### config.mk
export PLATFORM = sky130hd
export DESIGN_NAME = wave_gen
export DESIGN_NICKNAME = d
export VERILOG_FILES = /design/src/rtl/wave_gen_pkg.sv /design/src/rtl/wave_gen_sine_lut.sv /design/src/rtl/wave_gen.sv
export SDC_FILE = /design/constraint.sdc
export NUM_CORES = 1
export LEC_CHECK = 0
export CORE_ASPECT_RATIO = 0.9
export CORE_MARGIN = 2
export CORE_UTILIZATION = 30
export CTS_BUF_LIST = sky130_fd_sc_hd__clkbuf_4 sky130_fd_sc_hd__clkbuf_8 sky130_fd_sc_hd__clkbuf_16
export DETAILED_ROUTE_END_ITERATION = 10
export PLACE_DENSITY_LB_ADDON = 0.1
export SLEW_MARGIN = 20
export SYNTH_ARGS = -nofsm -noshare
export SYNTH_HDL_FRONTEND = slang
export SYNTH_SLANG_ARGS = --single-unit
### constraint.sdc
create_clock -name clk -period 11.1 [get_ports clk]
set_input_delay 2.22 -clock clk [delete_from_list [all_inputs] [get_ports clk]]
set_output_delay 2.22 -clock clk [all_outputs]
set_load 0.05 [all_outputs]
### src/rtl/wave_gen_pkg.sv
// Shared types and ROM-content helper for the wave_gen sample source; no timing or flow control.
package wave_gen_pkg;

  typedef logic signed [15:0] q15_t;

  typedef enum logic [1:0] {
    SINE   = 2'd0,
    SQUARE = 2'd1,
    TRI    = 2'd2,
    SAW    = 2'd3
  } wave_t;

  localparam q15_t Q15_MAX = 16'sd32767;
  localparam real  PI_HALF = 1.5707963267948966;

  // Gain is Q1.15 and non-negative; a set sign bit saturates to full scale.
  function automatic q15_t clamp_amp(logic [15:0] amp);
    return amp[15] ? Q15_MAX : q15_t'(amp);
  endfunction

  function automatic logic [14:0] sine_entry(int i, int n);
    real x;
    x = 32767.0 * $sin(PI_HALF * real'(i) / real'(n));
    return 15'($rtoi(x + 0.5));
  endfunction

endpackage

### src/rtl/wave_gen_sine_lut.sv
// Quarter-wave sine ROM, 2**LUT_AW x 15-bit unsigned, contents fixed at elaboration.
// Registered read: data appears the cycle after rd_en_i, then holds; no backpressure.
module wave_gen_sine_lut
  import wave_gen_pkg::*;
#(
  parameter int LUT_AW = 8
) (
  input  logic              clk,
  input  logic              rst_n,
  input  logic              rd_en_i,
  input  logic [LUT_AW-1:0] addr_i,
  output logic [14:0]       dat_o
);

  localparam int N = 2 ** LUT_AW;

  logic [14:0] rom [N];
  logic [14:0] dat_q;

  for (genvar g = 0; g < N; g++) begin : g_rom
    assign rom[g] = sine_entry(g, N);
  end

  always_ff @(posedge clk or negedge rst_n) begin
    if (!rst_n) begin
      dat_q <= '0;
    end else if (rd_en_i) begin
      dat_q <= rom[addr_i];
    end
  end

  assign dat_o = dat_q;

endmodule

### src/rtl/wave_gen.sv
// DDS waveform source: one Q1.15 sample every CLK_DIV clocks, strobed 3 clocks after its tick.
// Free-running source with no backpressure; enable=0 freezes timing while in-flight samples drain.
module wave_gen
  import wave_gen_pkg::*;
#(
  parameter int CLK_DIV = 1000,
  parameter int PHASE_W = 32,
  parameter int LUT_AW  = 8
) (
  input  logic               clk,
  input  logic               rst_n,
  input  logic               enable,
  input  logic               phase_clr,
  input  logic [1:0]         wave_sel,
  input  logic [PHASE_W-1:0] phase_inc,
  input  logic [15:0]        amplitude,
  output logic               new_data,
  output logic [15:0]        x_out
);

  localparam int               CNT_W    = $clog2(CLK_DIV);
  localparam logic [CNT_W-1:0] CNT_LAST = CNT_W'(CLK_DIV - 1);

  logic [CNT_W-1:0]   cnt_q, cnt_d;
  logic [PHASE_W-1:0] phase_q, phase_d;
  logic               tick;

  always_comb begin
    tick    = enable && !phase_clr && (cnt_q == CNT_LAST);
    cnt_d   = cnt_q;
    phase_d = phase_q;
    if (phase_clr) begin
      cnt_d   = '0;
      phase_d = '0;
    end else if (enable) begin
      cnt_d = (cnt_q == CNT_LAST) ? '0 : cnt_q + CNT_W'(1);
      if (tick) begin
        phase_d = phase_q + phase_inc;
      end
    end
  end

  always_ff @(posedge clk or negedge rst_n) begin
    if (!rst_n) begin
      cnt_q   <= '0;
      phase_q <= '0;
    end else begin
      cnt_q   <= cnt_d;
      phase_q <= phase_d;
    end
  end

  // S1: shape generation from the pre-increment phase, plus ROM read.
  logic [15:0]       s_fld;
  logic [1:0]        quad;
  logic [13:0]       frac;
  logic [LUT_AW-1:0] fi;
  q15_t              tri_mag, raw_d;

  assign s_fld   = phase_q[PHASE_W-1 -: 16];
  assign quad    = s_fld[15:14];
  assign frac    = s_fld[13:0];
  assign fi      = frac[13 -: LUT_AW];
  assign tri_mag = q15_t'({1'b0, frac, 1'b0});

  always_comb begin
    raw_d = '0;
    unique case (wave_t'(wave_sel))
      SQUARE: raw_d = s_fld[15] ? -Q15_MAX : Q15_MAX;
      TRI: begin
        unique case (quad)
          2'd0:    raw_d = tri_mag;
          2'd1:    raw_d = Q15_MAX - tri_mag;
          2'd2:    raw_d = -tri_mag;
          default: raw_d = tri_mag - Q15_MAX;
        endcase
      end
      SAW:     raw_d = q15_t'(s_fld);
      default: raw_d = '0;
    endcase
  end

  logic [14:0] lut_dat;

  // Odd quadrants read the table mirrored so one quarter covers the whole cycle.
  wave_gen_sine_lut #(
    .LUT_AW (LUT_AW)
  ) u_lut (
    .clk     (clk),
    .rst_n   (rst_n),
    .rd_en_i (tick),
    .addr_i  (quad[0] ? ~fi : fi),
    .dat_o   (lut_dat)
  );

  logic  vld1_q, vld2_q, nd_q;
  wave_t sel1_q;
  q15_t  amp1_q, raw1_q;
  logic  neg1_q;
  q15_t  raw2;
  logic signed [31:0] prod_d, prod2_q;
  logic [15:0] x_q;

  always_ff @(posedge clk or negedge rst_n) begin
    if (!rst_n) begin
      vld1_q <= 1'b0;
      sel1_q <= SINE;
      amp1_q <= '0;
      neg1_q <= 1'b0;
      raw1_q <= '0;
    end else begin
      vld1_q <= tick;
      if (tick) begin
        sel1_q <= wave_t'(wave_sel);
        amp1_q <= clamp_amp(amplitude);
        neg1_q <= quad[1];
        raw1_q <= raw_d;
      end
    end
  end

  // S2: final sine sign, then gain.
  always_comb begin
    raw2 = raw1_q;
    if (sel1_q == SINE) begin
      raw2 = neg1_q ? -q15_t'({1'b0, lut_dat}) : q15_t'({1'b0, lut_dat});
    end
    prod_d = 32'(raw2) * 32'(amp1_q);
  end

  always_ff @(posedge clk or negedge rst_n) begin
    if (!rst_n) begin
      vld2_q  <= 1'b0;
      prod2_q <= '0;
      nd_q    <= 1'b0;
      x_q     <= '0;
    end else begin
      vld2_q <= vld1_q;
      if (vld1_q) begin
        prod2_q <= prod_d;
      end
      nd_q <= vld2_q;
      if (vld2_q) begin
        x_q <= 16'(prod2_q >>> 15);
      end
    end
  end

  assign new_data = nd_q;
  assign x_out    = x_q;

endmodule

=== Yosys cells after proc, flatten, opt, wreduce, memory -nomap -nowiden ===
Memories as Yosys holds them, arrays and structs flattened. A register that Yosys moved wholly into a read port is not among the register bits.
Index checks and enable logic that the tools add are counted.

* Register bits after elaboration: 126
* Bits in read-only memories: 3840
* Bits of input ports: 54
* Word-level logic and storage cells: 49
* Memories kept: 1

* Add/subtract/negate cells: 6
* Multiply operators: 1
* Equality and inequality tests: 6
* Muxes and demuxes: 13
* Bitwise logic cells: 2
* Reduce and logical (&&, ||, !) cells: 9

{| class="wikitable"
|+ Memories
! memory !! depth !! bits a word !! read ports !! clocked after memory_dff !! wr ports !! RTL line !! source
|-
| (no name shown) || 256 || 15 || 1 || 1 || 0 || wave_gen_sine_lut.sv:28 || <nowiki>dat_q <= rom[addr_i];</nowiki>
|}

{| class="wikitable"
|+ Operators with widths
! cell !! count
|-
| 2-to-1 mux 32 bit || 3
|-
| one-hot mux 16 bit (3 select lines) || 2
|-
| 2-to-1 mux 16 bit || 3
|-
| adder 32 bit || 1
|-
| negator 15 -> 16 bit || 2
|-
| multiplier 16 x 16 -> 31 bit || 1
|-
| 2-to-1 mux 10 bit || 3
|-
| subtractor 15 x 15 -> 16 bit, first input constant || 1
|-
| subtractor 15 x 15 -> 16 bit, second input constant || 1
|-
| 2-to-1 mux 15 bit || 1
|-
| adder 10 x 1 -> 10 bit, second input constant || 1
|-
| equality test 10 bit, second input constant || 1
|-
| NOT 8 -> 9 bit || 1
|-
| 2-to-1 mux 8 bit || 1
|-
| NOT 8 bit || 1
|-
| equality test 2 bit, second input constant || 3
|-
| equality test 2 x 1 -> 1 bit, second input constant || 2
|-
| logical NOT 2 bit || 2
|-
| nonzero test 2 bit || 2
|-
| logical AND 1 bit || 2
|-
| logical NOT 1 bit || 2
|-
| AND reduction 2 bit || 1
|}

=== Depth between registers and ports, before layout ===
Gate-level depths: netlist of the first run.

* Depth after elaboration: 6
* Mapped depth: 30

=== Modules after synthesis ===
Synthesis of the first run repeated with hierarchy kept, for this count alone.

* Cell total of the unflattened synthesis: 2480
* Area, all modules: 20462.1 um^2

{| class="wikitable"
|+ By module, submodules not included
! module !! instances !! cells an instance !! area an instance (um^2) !! sequential area each (um^2)
|-
| wave_gen || 1 || 1766 || 15874.0 || 2777.7
|-
| wave_gen_sine_lut || 1 || 714 || 4588.2 || 375.4
|}

=== Least setup slack after synthesis of the first run ===
OpenSTA, ideal clock, no wires.

* Path kind: flip-flop to flip-flop
* Start: reg u_lut.dat_q[7] (netlist: u_lut.dat_o[7])
* End: reg prod2_q[30]
* Setup time: 0.082 ns
* Data arrival time: 7.364 ns
* Required time: 11.018 ns
* Setup slack: 3.654 ns
* Cell stages (with the launch flop): 29
* Clock period less this slack: 7.446 ns
* Cell sequence: dfrtp_1 > or4_4 > nor4_2 > nand2_1 > o311ai_1 > nand2_1 > clkbuf_1 > nand2_1 > inv_1 > fa_1 > inv_1 > fa_1 > inv_1 > fa_1 > fa_1 > fa_1 > inv_1 > fa_1 > inv_1 > ha_1 > a21oi_1 > o21ai_0 > a21oi_1 > o21ai_0 > a21o_1 > a221o_1 > o21a_1 > or3_1 > a31oi_1

* Longest elaborated chain between the ends: 4

{| class="wikitable"
|+ Ends and longest elaborated chain
! item !! RTL line !! source
|-
| start: declaration || wave_gen_sine_lut.sv:18 || <nowiki>logic [14:0] dat_q;</nowiki>
|-
| negator 15 -> 16 bit || wave_gen.sv:126 || <nowiki>raw2 = neg1_q ? -q15_t'({1'b0, lut_dat}) : q15_t'({1'b0, lut_dat});</nowiki>
|-
| 2-to-1 mux 16 bit (*) || wave_gen.sv:126 ||
|-
| 2-to-1 mux 16 bit (*) || wave_gen.sv:125 || <nowiki>if (sel1_q == SINE) begin</nowiki>
|-
| multiplier 16 x 16 -> 31 bit (*) || wave_gen.sv:128 || <nowiki>prod_d = 32'(raw2) * 32'(amp1_q);</nowiki>
|-
| end signal: assignment || wave_gen.sv:140 || <nowiki>prod2_q <= prod_d;</nowiki>
|-
| end: declaration || wave_gen.sv:101 || <nowiki>logic signed [31:0] prod_d, prod2_q;</nowiki>
|}

Mark *: on every way between the ends. The rest lies on a longest branch, timed or not.
A chain may end at the register's enable or synchronous reset.

=== Worst setup path after layout of the first run ===
Ends and elaborated chain as after synthesis.

==> run summary, run 1 <==
RSZ-0062 raised after global routing: false
Synth area leader: fa_1
met2 wire length: 33600 um
CP Capture Type: flop
clock skew: 19.1 ps
most instantiated cells after synthesis: nand2_1, inv_1, fa_1, nor2_1, o21ai_0
HPWL after DPL: 52800 um
clock slew at reported path FFs: 60 ps
register area share after synthesis: 15.4%
antenna viol nets, final: 0
Avg Inst Size Synth: 8.02 um2
drt pass-1 iters: 5
worst reg2reg path startpoint: u_lut.dat_o[7]
root buffer cell: clkbuf_16
VDD IR max: 0.102 mV
internal power: 828 uW
I/O pin count: 71
Static Leak: 0.0106 uW
die width: 279 um
clock period minus final worst setup slack: 8220 ps
final worst setup slack: 2880 ps
Most used DFF post-synth: dfrtp_1
reg2reg end: prod2_q[30]
# rows: 90
Yosys cell types: 77
Total Power: 1110 uW
clock buffer depth: 2
Worst Reg-to-Reg Cells: 26
Cells on Worst Hold Path: 2
vias per std cell: 5.51
Peak Freq: 0.122 GHz
Critical Path Start Type: flop
hold endpoint: raw1_q[15]
Post-CTS Hold Buffers: 0
hold path start: raw1_q[15]
Final Hold Fails: 0
relative slew slack: 27.2%
Clk pwr share: 52.0%
Sink Count: 126
crit path kind: reg -> reg
period utilization: 74.0%
die height: 252 um
count leader, synth: nand2_1
nets: 2938
number of synthesized flops with an enable pin: 0
TritonCTS Buffers: 17
Avg WL per Cell: 21.8 um
first-pass GRT wire length: 117000 um
pwr dens: 49.2 nW/um2
Area after DPL: 22000 um2
uppermost layer routed: met5
min-delay worst type: reg -> reg
P&R area growth vs syn: 10.5%
Synthesis Warnings: 0
Seq cells post-synth: 126
Worst Tran Pin Value: 1090 ps
gr usage total: 21.6%
die area: 70200 um2
Slew Viols, Final: 0
Cells after DPL: 3369
Synth top area share: 23.6%
# Max-Cap Violations: 0
grt ovf: 0
antenna violations before repair: 3
final cell count without fillers: 3401
R2R setup slack: 2880 ps
Initial Util: 30.4%
final setup vio count: 0
Cells after Synth: 2547
Core ar.: 67200 um2
Comb pwr share: 6.4%
Vias: 18723
PortBufs: 70
async set-reset flop share out of synthesis: 100%
WL met3: 4530 um
H-tree Lvls: 4
switching share of power: 25.4%
number of DRC markers in iteration 0: 1636
DRC Markers: 0
GP Congestion: 0.946
Worst Path Required: 11480 ps
pin count of the biggest net entering global routing: 83
DP Worst Slack: 2840 ps
Net Sw Power: 282 uW
Post-CTS Setup Inserts: 0
M1 wire length: 33700 um
Synthesized Nets: 2971
clk_lat worst skew: 470 ps
Final Cell Area: 22600 um2
Synth area leaders: fa_1, dfrtp_1, ha_1
cts repair resizes: 0
Crit Path Max Fanout: 15
run status: complete, no violations
Critical Path AT: 8600 ps
share of cells above drive strength 1: 5.38%
cell area after synthesis: 20400 um2
setup_tns: 0 ps
sequential fraction of design power: 41.5%
number of global-route vias before repair: 19395
CTS tree: built
total wire length: 74000 um
==> logic make-up (layout without fill, tap and decap cells) <==
| logic type | after synthesis | in the layout | share of synthesized area (%) |
|---|---|---|---|
| compound gates | 674 | 674 | 21.1 |
| xor+xnor | 72 | 72 | 3.23 |
| mux | 30 | 30 | 1.81 |
| buf+inv | 475 | 454 | 8.89 |
| simple gates | 800 | 800 | 18.0 |
| fa+ha+maj | 370 | 370 | 31.5 |
| other cells | 0 | 1 | 0 |
| flops | 126 | 126 | 15.4 |
==> critical path, cell delays in order (launching register included) <==
cell	delay [ps]
dfrtp_1	400
or4_4	580
nor4_2	260
nand2_1	110
o311ai_1	270
nand2_1	360
and2_1	350
fa_1	700
inv_1	140
fa_1	570
inv_1	270
fa_1	500
fa_1	500
fa_1	490
inv_1	50
fa_1	470
inv_1	40
ha_1	340
a21oi_1	180
o21ai_0	100
a21oi_1	150
o21ai_0	100
a21o_1	180
a221o_1	310
o21a_1	210
or3_1	340
a31oi_1	160
==> metrics by stage <==
stage / hold slack, ps / util (%)
finish: 479 / 33.6
global route: 509 / 33.6
CTS: 480 / 33.6
floorplan: 352 / -
global placement: 466 / 32.7
detailed placement: 465 / 32.7
==> state kept, by name (all words and copies together), names as in the netlist <==
register	cells
x_out	16
vld1_q	1
phase_q	32
vld2_q	1
sel1_q	2
u_lut.dat_o	15
raw1_q	16
amp1_q	15
new_data	1
cnt_q	10
prod2_q	16
neg1_q	1
==> how the worst max path moves through the flow <==
stage,startpoint,to,slack (ps),depth (start not counted)
2_1_floorplan,u_lut.dat_o[7],prod2_q[30],3650,28
3_3_place_gp,u_lut.dat_o[7],prod2_q[30],2960,26
3_5_place_dp,u_lut.dat_o[7],prod2_q[30],2840,26
4_1_cts,u_lut.dat_o[7],prod2_q[30],2830,26
5_1_grt,u_lut.dat_o[6],prod2_q[30],2210,26
6_report,u_lut.dat_o[7],prod2_q[30],2880,26
==> power groups by stage <==
| stage | sequential (uW) | combinational (uW) | clock, uW |
|---|---|---|---|
| final | 461 | 71.1 | 578 |
| after global routing | 461 | 78.9 | 622 |
| after CTS | 461 | 72.4 | 603 |
| after detailed placement | 470 | 72.0 | 0 |
| after global placement | 469 | 71.5 | 0 |
| after floorplan | 470 | 29.9 | 0 |
==> final cells by class <==
type                    count  area, um2
fillers                  7122      44700
multi-input cells        1946      15600
flip-flops and latches    126       3150
inverters                 311       1170
well taps                 874       1090
repair buffers            112       1020
clock buffers              19        447
clock inverters            12        136
diodes                      1       2.50
==> cell usage in the layout (no fill, tap or decap), types with 13 or more instances in the layout <==
cell and instances:
inv_1 307, clkdlybuf4s50_1 69, nor3_1 35, a31oi_1 33
mux2_2 25, o21ai_0 177, a21o_1 37, nand2_1 326
xor2_1 30, a221oi_1 22, a211oi_1 36, o211ai_1 30
buf_4 42, and2_1 124, dfrtp_1 125, nand3_1 53
a311oi_1 14, nand4_1 13, clkbuf_16 17, a21oi_1 145
a22oi_1 18, o311ai_0 18, ha_1 129, xnor2_1 34
fa_1 241, nor2_1 179, o31ai_1 19
==> layer usage <==
| metal | vias up | global-route usage (%) |
|---|---|---|
| met4 | 4 | 7.04 |
| met3 | 133 | 3.92 |
| li1 | 8562 | - |
| met5 | - | 0 |
| met1 | 9349 | 29.5 |
| met2 | 675 | 34.3 |
Power figures use the tool's default switching activity.
==> run 2: changes to the inputs <==
clock period = 8 ns   (was 11.1 ns; I/O delays follow)
==> run 2 against run 1 <==
Against the previous run: hold slack better by 3.2 ps; die area unchanged; critical path depth up 1; cell area up 0.95%; via count up 0.76%; sequential share of layout area down 0.13 points; global-route usage about the same; wire length down 0.15%; total power up 44%; worst setup slack worse by 2500 ps; flip-flop and latch count unchanged; register-to-register slack worse by 2500 ps.
==> run summary, run 2 (synthesis results as in run 1) <==
root buffer cell: clkbuf_16 (unchanged)
Most flops, register: phase_q (unchanged)
commonest non-fill, non-tap cell in the layout: nand2_1 (unchanged)
number of DRC markers in iteration 0: 1537 (was 1636)
CTS tree: built (unchanged)
Initial Util: 30.4% (unchanged)
# Max-Cap Violations: 0 (unchanged)
clock skew: 20.7 ps (was 19.1 ps)
P&R area growth vs syn: 11.6% (was 10.5%)
slowest CP cell: fa_2 (was fa_1)
hold endpoint: raw1_q[15] (unchanged)
die area: 70200 um2 (unchanged)
Cells on Worst Hold Path: 2 (unchanged)
Worst Reg-to-Reg Cells: 27 (was 26)
clock slew at reported path FFs: 70 ps (was 60 ps)
final setup vio count: 0 (unchanged)
setup_tns: 0 ps (unchanged)
run status: complete, no violations (unchanged)
die height: 252 um (unchanged)
final cell count without fillers: 3423 (was 3401)
H-tree Lvls: 4 (unchanged)
grt ovf: 0 (unchanged)
pwr dens: 70.2 nW/um2 (was 49.2 nW/um2)
slowest stage delay, CP: 620 ps (was 700 ps)
Post-CTS Hold Buffers: 0 (unchanged)
Peak Freq: 0.132 GHz (was 0.122 GHz)
Vias: 18866 (was 18723)
RSZ-0062 raised after global routing: true (was false)
Worst Tran Pin Value: 1040 ps (was 1090 ps)
share of cells above drive strength 1: 6.20% (was 5.38%)
DRC Markers: 0 (unchanged)
crit path kind: reg -> reg (unchanged)
I/O pin count: 71 (unchanged)
cell mode on critical path: fa_1 (unchanged)
number of global-route vias before repair: 19676 (was 19395)
R2R setup slack: 410 ps (was 2880 ps)
antenna viol nets, final: 0 (unchanged)
Static Leak: 0.0107 uW (was 0.0106 uW)
Ant. Diodes: 0 (was 1)
max reg flops: 32 (unchanged)
nets: 2960 (was 2938)
commonest cells after routing, fill and taps aside: nand2_1, inv_1, fa_1 (unchanged)
Core ar.: 67200 um2 (unchanged)
pin count of the biggest net entering global routing: 83 (unchanged)
Critical Path AT: 7970 ps (was 8600 ps)
clk_lat worst skew: 470 ps (about the same)
HPWL after DPL: 53600 um (was 52800 um)
Slew Viols, Final: 0 (unchanged)
# rows: 90 (unchanged)
clock buffer depth: 2 (unchanged)
worst setup path start: u_lut.dat_o[6] (was u_lut.dat_o[7])
CP Capture Type: flop (unchanged)
PortBufs: 70 (unchanged)
VDD IR max: 0.131 mV (was 0.102 mV)
GP Congestion: 0.956 (was 0.946)
relative slew slack: 30.1% (was 27.2%)
drt pass-1 iters: 7 (was 5)
antenna violations before repair: 1 (was 3)
Sink Count: 126 (unchanged)
vias per std cell: 5.51 (about the same)
final worst setup slack: 406 ps (was 2880 ps)
reg2reg end: prod2_q[30] (unchanged)
final hold slack: 482 ps (was 479 ps)
TritonCTS Buffers: 17 (unchanged)
Cells after DPL: 3390 (was 3369)
hold path start: raw1_q[15] (unchanged)
gr usage total: 21.5% (was 21.6%)
die width: 279 um (unchanged)
Critical Path Start Type: flop (unchanged)
first-pass GRT wire length: 117000 um (about the same)
min-delay worst type: reg -> reg (unchanged)
clock period minus final worst setup slack: 7590 ps (was 8220 ps)
Final Hold Fails: 0 (unchanged)
period utilization: 94.9% (was 74.0%)
DP Worst Slack: 186 ps (was 2840 ps)
total wire length: 73900 um (was 74000 um)
Avg WL per Cell: 21.6 um (was 21.8 um)
Worst Path Required: 8370 ps (was 11480 ps)
worst reg2reg path startpoint: u_lut.dat_o[6] (was u_lut.dat_o[7])
Crit Path Max Fanout: 10 (was 15)
## run 2: critical path: cells and delay by family, from the launching register on
family / cells / cell delay, ps
AND/OR/NAND/NOR: 6 / 1480
flip-flops: 1 / 430
AO/OA/AOI/OAI: 9 / 1650
buffers and inverters: 5 / 550
adder cells (fa/ha/maj): 7 / 3380
## run 2: metal layers
metal | track usage (%) | wire (um)
met4 | 7.36 | 2210
met3 | 4.00 | 4670
met1 | 29.3 | 33500
met2 | 34.3 | 33500
met5 | 0 | 13
## run 2: metrics by stage
step | area (um2) | power (uW) | util, %
after floorplan | 20400 | 693 | -
after global placement | 22100 | 750 | 32.9
after detailed placement | 22100 | 751 | 32.9
after CTS | 22700 | 1640 | 33.8
after global routing | 22800 | 1670 | 33.9
final | 22800 | 1600 | 33.9
## run 2: worst max-delay path by stage
| stage | end | slack [ps] |
|---|---|---|
| 3_3_place_gp | prod2_q[30] | 200 |
| 3_5_place_dp | prod2_q[30] | 190 |
| 2_1_floorplan | prod2_q[30] | 550 |
| 6_report | prod2_q[30] | 410 |
| 5_1_grt | prod2_q[30] | -130 |
| 4_1_cts | prod2_q[30] | 140 |
## run 2: layout make-up
cell class,count,area [um2]
multi-input cells,1946,15600
clock buffers,18,439
inverters,311,1170
repair buffers,134,1180
well taps,874,1090
flip-flops and latches,126,3150
fillers,7094,44400
clock inverters,14,193
## run 2: power by group
group | total, uW | switching, uW | internal (uW) | leakage, uW
sequential | 640 | 1.05 | 638 | 0.00176
clock | 862 | 352 | 510 | 0.000308
combinational | 97.8 | 56.1 | 41.7 | 0.00865
total | 1600 | 410 | 1190 | 0.0107
## run 2: timing repair
item | 4_1_cts | 5_1_grt
buffers inserted | 0 | 1
gates resized for setup | 0 | 9
setup endpoints to repair | 0 | 9
==> run 3: changes to the inputs <==
CTS_CLUSTER_SIZE = 12   (was not set)
==> results of run 3 <==
The final DEF is identical to that of run 2; final timing and power are the same.
